==> src/rtl/dbg_program_loader.sv <==
// Debug program loader: buffers host instruction words and writes them into core
// instruction memory at auto-incremented addresses while holding the core in reset.
module dbg_program_loader #(
    parameter int unsigned XLEN               = 64,
    parameter int unsigned INSTRUCTION_LENGTH = 32,
    parameter int unsigned FIFO_DEPTH         = 4,
    parameter int unsigned SETUP_CYCLES       = 2,
    parameter int unsigned GAP_CYCLES         = 1,
    parameter int unsigned MAX_WORDS          = 1024,
    localparam int unsigned CNT_W             = $clog2(MAX_WORDS + 1)
) (
    input  logic                          clk,
    input  logic                          rst,
    input  logic                          start,
    input  logic [XLEN-1:0]               load_base,
    input  logic                          in_valid,
    output logic                          in_ready,
    input  logic [INSTRUCTION_LENGTH-1:0] in_instr,
    input  logic                          in_last,
    output logic                          dbg_wr_en,
    output logic [XLEN-1:0]               dbg_addr,
    output logic [INSTRUCTION_LENGTH-1:0] dbg_instr,
    output logic                          core_rst,
    output logic                          busy,
    output logic                          done,
    output logic                          err,
    output logic [CNT_W-1:0]              word_count
);

    localparam int unsigned PTR_W = $clog2(FIFO_DEPTH);
    localparam int unsigned TMAX  = (SETUP_CYCLES > GAP_CYCLES) ? SETUP_CYCLES : GAP_CYCLES;
    localparam int unsigned TW    = $clog2(TMAX + 1);

    typedef enum logic [2:0] {StIdle, StWait, StSetup, StStrobe, StGap, StFinish} state_e;

    state_e                        state_q, state_d;
    logic [XLEN-1:0]               addr_q, addr_d;
    logic [XLEN-1:0]               dbg_addr_q, dbg_addr_d;
    logic [INSTRUCTION_LENGTH-1:0] dbg_instr_q, dbg_instr_d;
    logic                          last_q, last_d;
    logic [TW-1:0]                 tmr_q, tmr_d;
    logic [CNT_W-1:0]              wc_q, wc_d;
    logic                          err_q, err_d;
    logic                          core_rst_q, core_rst_d;
    logic                          wr_en_q, wr_en_d;
    logic                          done_q, done_d;

    logic [INSTRUCTION_LENGTH-1:0] fifo_instr_q [FIFO_DEPTH];
    logic                          fifo_last_q  [FIFO_DEPTH];
    logic [PTR_W-1:0]              wptr_q, wptr_d, rptr_q, rptr_d;
    logic [PTR_W:0]                fcnt_q, fcnt_d;
    logic                          fifo_full, fifo_empty, push, pop, flush;

    assign fifo_full  = (fcnt_q == (PTR_W + 1)'(FIFO_DEPTH));
    assign fifo_empty = (fcnt_q == '0);
    assign in_ready   = (state_q != StIdle) && (state_q != StFinish) && !fifo_full;
    assign push       = in_valid && in_ready;

    always_ff @(posedge clk) begin
        if (push) begin
            fifo_instr_q[wptr_q] <= in_instr;
            fifo_last_q[wptr_q]  <= in_last;
        end
    end

    // Flush wins over a simultaneous push or pop.
    always_comb begin
        wptr_d = wptr_q;
        rptr_d = rptr_q;
        fcnt_d = fcnt_q;
        if (flush) begin
            wptr_d = '0;
            rptr_d = '0;
            fcnt_d = '0;
        end else begin
            if (push) wptr_d = wptr_q + 1'b1;
            if (pop)  rptr_d = rptr_q + 1'b1;
            fcnt_d = fcnt_q + {{PTR_W{1'b0}}, push} - {{PTR_W{1'b0}}, pop};
        end
    end

    always_comb begin
        state_d     = state_q;
        addr_d      = addr_q;
        dbg_addr_d  = dbg_addr_q;
        dbg_instr_d = dbg_instr_q;
        last_d      = last_q;
        tmr_d       = tmr_q;
        wc_d        = wc_q;
        err_d       = err_q;
        core_rst_d  = core_rst_q;
        wr_en_d     = 1'b0;
        done_d      = 1'b0;
        pop         = 1'b0;
        flush       = 1'b0;
        unique case (state_q)
            StIdle: begin
                if (start) begin
                    addr_d     = load_base;
                    wc_d       = '0;
                    err_d      = 1'b0;
                    flush      = 1'b1;
                    core_rst_d = 1'b1;
                    state_d    = StWait;
                end
            end
            StWait: begin
                if (!fifo_empty) begin
                    pop = 1'b1;
                    if (wc_q == CNT_W'(MAX_WORDS)) begin
                        // Overflow: drop the word and abort with the core still held.
                        err_d   = 1'b1;
                        flush   = 1'b1;
                        state_d = StIdle;
                    end else begin
                        dbg_instr_d = fifo_instr_q[rptr_q];
                        dbg_addr_d  = addr_q;
                        last_d      = fifo_last_q[rptr_q];
                        tmr_d       = TW'(SETUP_CYCLES - 1);
                        state_d     = StSetup;
                    end
                end
            end
            StSetup: begin
                if (tmr_q == '0) begin
                    wr_en_d = 1'b1;
                    state_d = StStrobe;
                end else begin
                    tmr_d = tmr_q - TW'(1);
                end
            end
            StStrobe: begin
                wc_d    = wc_q + CNT_W'(1);
                tmr_d   = TW'(GAP_CYCLES - 1);
                state_d = StGap;
            end
            StGap: begin
                if (tmr_q != '0) begin
                    tmr_d = tmr_q - TW'(1);
                end else if (last_q) begin
                    done_d  = 1'b1;
                    state_d = StFinish;
                end else begin
                    addr_d  = addr_q + XLEN'(INSTRUCTION_LENGTH / 8);
                    state_d = StWait;
                end
            end
            StFinish: begin
                core_rst_d = 1'b0;
                state_d    = StIdle;
            end
            default: state_d = StIdle;
        endcase
    end

    always_ff @(posedge clk) begin
        if (!rst) begin
            state_q     <= StIdle;
            addr_q      <= '0;
            dbg_addr_q  <= '0;
            dbg_instr_q <= '0;
            last_q      <= 1'b0;
            tmr_q       <= '0;
            wc_q        <= '0;
            err_q       <= 1'b0;
            core_rst_q  <= 1'b1;
            wr_en_q     <= 1'b0;
            done_q      <= 1'b0;
            wptr_q      <= '0;
            rptr_q      <= '0;
            fcnt_q      <= '0;
        end else begin
            state_q     <= state_d;
            addr_q      <= addr_d;
            dbg_addr_q  <= dbg_addr_d;
            dbg_instr_q <= dbg_instr_d;
            last_q      <= last_d;
            tmr_q       <= tmr_d;
            wc_q        <= wc_d;
            err_q       <= err_d;
            core_rst_q  <= core_rst_d;
            wr_en_q     <= wr_en_d;
            done_q      <= done_d;
            wptr_q      <= wptr_d;
            rptr_q      <= rptr_d;
            fcnt_q      <= fcnt_d;
        end
    end

    assign dbg_wr_en  = wr_en_q;
    assign dbg_addr   = dbg_addr_q;
    assign dbg_instr  = dbg_instr_q;
    assign core_rst   = core_rst_q;
    assign busy       = (state_q != StIdle);
    assign done       = done_q;
    assign err        = err_q;
    assign word_count = wc_q;

endmodule

==> config.mk <==
export PLATFORM = sky130hd
export DESIGN_NAME = dbg_program_loader
export DESIGN_NICKNAME = d
export VERILOG_FILES = /design/src/rtl/dbg_program_loader.sv
export SDC_FILE = /design/constraint.sdc
export NUM_CORES = 1
export LEC_CHECK = 0
export BUFFER_PORTS_ARGS = -buffer_cell sky130_fd_sc_hd__buf_2
export CAP_MARGIN = 40
export CORE_MARGIN = 4
export CORE_UTILIZATION = 51
export CTS_CLUSTER_SIZE = 30
export DETAILED_ROUTE_END_ITERATION = 7
export PLACE_DENSITY = 0.78
export SLEW_MARGIN = 20
export SYNTH_ARGS = -nofsm -noshare
export SYNTH_HDL_FRONTEND = slang
export SYNTH_SLANG_ARGS = --single-unit
==> constraint.sdc <==
create_clock -name clk -period 2.5 [get_ports clk]
set_clock_uncertainty 0.15 [all_clocks]
set_input_delay 0.125 -clock clk [delete_from_list [all_inputs] [get_ports clk]]
set_output_delay 0.125 -clock clk [all_outputs]
set_load 0.01 [all_outputs]
==> qor.csv <==
metric,value,unit
sequential area share after synthesis,0.565,
top_reg_cell synth,dfxtp_1,
status,"complete, no violations",
"count leader, synth",nand2_1,
"EDFF count, synth",132,
Finish-stage setup viols,0,
flop and latch count out of synthesis,320,
die area,29500,um^2
CP endpoint kind,flip-flop,
# fillers,1871,
relative slew slack,0.657,
area share of the largest cell type after synthesis,0.290,
die width,172,um
Worst EP arrival,2.71,ns
routability-driven placement congestion ratio,0.919,
CTS tree,done,
Leak,6.68,nW
vias in the first global route,11961,
Avg Vias per Cell,5.87,
multi-input logic area,5670,um^2
initial antenna violation count,2,
clock transition at the registers of the reported paths,0.06,ns
slowest CP cell,or4_4,
max-cap viol count,0,
worst min-delay path class,in2reg,
Worst-Margin Slew,0.515,ns
Net Sw Frac,0.248,
fraction of registers with async set/reset,0,
"Distinct cells, synth",69,
Root Driver,clkbuf_16,
dpl hpwl,25.9,mm
TritonCTS buffer count,34,
area of the mapped netlist,13700,um^2
Final ANT Viol Nets,0,
Core Footprint,26200,um^2
Sequential Power Share,0.474,
CTS sink cnt,320,
Post-Synthesis Cells,1372,
min Tclk post-route,2.43,ns
Routed WL per cell,19.8,um
"Slew Viols, Final",0,
H-tree levels,2,
FP Rows,59,
drt first pass iters,5,
Synthesis Warnings,0,
Synth-to-Final Area Change,31.3,%
"area leader, netlist",edfxtp_1,
Synthesized Nets,1484,
worst-path fanout max,8,
share of layout cells above drive strength 1,0.260,
Max stage delay on crit path,0.53,ns
RSZ-0062 raised after global routing,yes,
die height,172,um
overall power consumption,12.3,mW
DRC Markers,0,
worst skew pair latency,0.51,ns
Worst Path Required,2.78,ns
# port buffers,213,
first-pass GRT wire length,63.7,mm
Starting Density,0.522,
"Avg Cell Area, Syn",9.96,um^2
nets,1826,
Internal,9.28,mW
Max Fclk,411,MHz
CP Cell Sequence,nand2_1 -> or4_4 -> nor4_4 -> buf_6 -> nand4_1 -> or4_1 -> a31oi_2,
power density over the cells,688,nW/um^2
Clock Path Buffers,3,
FF+latch area,7760,um^2
GRT overflow,0,
initial DRC count,1250,
maximum vdd drop,0.704,mV
largest cells by area after synthesis,"edfxtp_1 29%, dfxtp_1 28%, nand2_1 8.2%",
GRT Util Overall,0.269,
detailed-route via count,12181,
Clk pwr share,0.404,
final setup TNS,0,ns
WL final,41.0,mm
final worst path period share,0.973,
combinational power share,0.123,
Startpoint Class,flip-flop,
largest net degree at the start of global routing,88,
WS Path Type,reg2reg,
NetSw,3.07,mW
Post-synth top cells,"298 x nand2_1, 188 x dfxtp_1, 150 x a21oi_1",
"Hold Vio Cnt, Final",0,
IO Count,214,
cell usage in the layout (no fill, tap or decap), types with 5 or more instances in the layout:
cell type	count
o22ai_1	10
o31a_1	6
clkbuf_16	35
dfxtp_2	16
buf_4	75
or4_1	12
dlygate4sd3_1	100
nor3_1	27
nand2b_1	5
o31ai_1	5
clkbuf_1	9
nand3_1	46
buf_12	14
edfxtp_1	132
o21ai_0	33
and2_1	7
a21oi_1	149
ha_1	7
dfxtp_1	169
nor4_1	15
buf_2	213
and3_1	17
inv_1	14
or3_1	7
mux4_2	33
o211ai_1	13
nand4_1	30
a22oi_1	17
nand2_1	298
nor2_1	76
clkbuf_8	5
clkinv_2	6
mux2i_1	9
a31oi_1	20
final timing paths:
| kind | end | cells past startpoint | slack [ns] | start |
|---|---|---|---|---|
| setup / recovery | addr_q[44] | 7 | 0.07 | addr_q[19] |
| hold / removal | fifo_instr_q[0][10] | 2 | 0.22 | in_instr[10] |
| setup reg to reg | addr_q[44] | 7 | 0.07 | addr_q[19] |
| hold reg to reg | dbg_addr[34] | 2 | 0.30 | dbg_addr[34] |
per-stage QoR:
stage	area [um^2]	std cells	utilization	hold slack, ns	setup WS, ns
after floorplan	13700	1372	-	0.0739	0.00514
after global placement	15700	1909	0.600	0.187	0.109
after detailed placement	15700	1909	0.600	0.193	0.0663
after CTS	17800	2070	0.680	0.197	0.0186
after global routing	17900	2074	0.685	0.205	-0.00688
final	17900	2075	0.685	0.216	0.0674
routing by layer:
| metal | share of wire | global-route usage |
|---|---|---|
| met5 | 0.00063 | 0 |
| met4 | 0.027 | 0.0785 |
| met3 | 0.081 | 0.0600 |
| met2 | 0.50 | 0.463 |
| met1 | 0.40 | 0.342 |
layout make-up:
class,count,share of cell area
flip-flops and latches,320,0.432
multi-input cells,936,0.316
repair buffers,404,0.163
clock buffers,49,0.0545
well taps,335,0.0234
clock inverters,12,0.00634
inverters,18,0.00390
diodes,1,0.000139
kinds of logic after synthesis:
family | share of synthesized area
fa+ha+maj | 0.0106
compound gates | 0.130
flops | 0.565
buf+inv | 0.0320
mux | 0.0643
xor+xnor | 0.00384
simple gates | 0.194
worst max-delay path, delay by kind of cell (launching register included):
kind,cells,cell delay (ns)
buffers and inverters,1,0.17
flip-flops,1,0.37
AO/OA/AOI/OAI,1,0.21
AND/OR/NAND/NOR,5,1.44
sequential cells by signal, summed over array words and instances, names as in the netlist:
signal        count
fcnt_q            3
dbg_instr        32
wptr_q            2
dbg_addr         64
fifo_instr_q    128
last_q            1
addr_q           64
word_count       11
err               1
core_rst          1
tmr_q             2
done              1
dbg_wr_en         1
rptr_q            2
state_q           3
fifo_last_q       4
power by group through the flow:
stage	clock network, mW	logic, mW	registers (mW)
2_1_floorplan	0	0.772	5.91
3_3_place_gp	0	1.30	5.93
3_5_place_dp	0	1.34	5.94
4_1_cts	5.04	1.47	5.83
5_1_grt	5.29	1.64	5.87
6_report	4.98	1.51	5.85
timing repair:
item / in CTS / in global routing
resized for setup: 0 / 34
hold endpoints to repair: 202 / 0
buffers inserted: 0 / 4
endpoints found under the setup margin: 0 / 13
hold buffers: 100 / 0
Note: power is estimated with default switching activity, not from simulation.
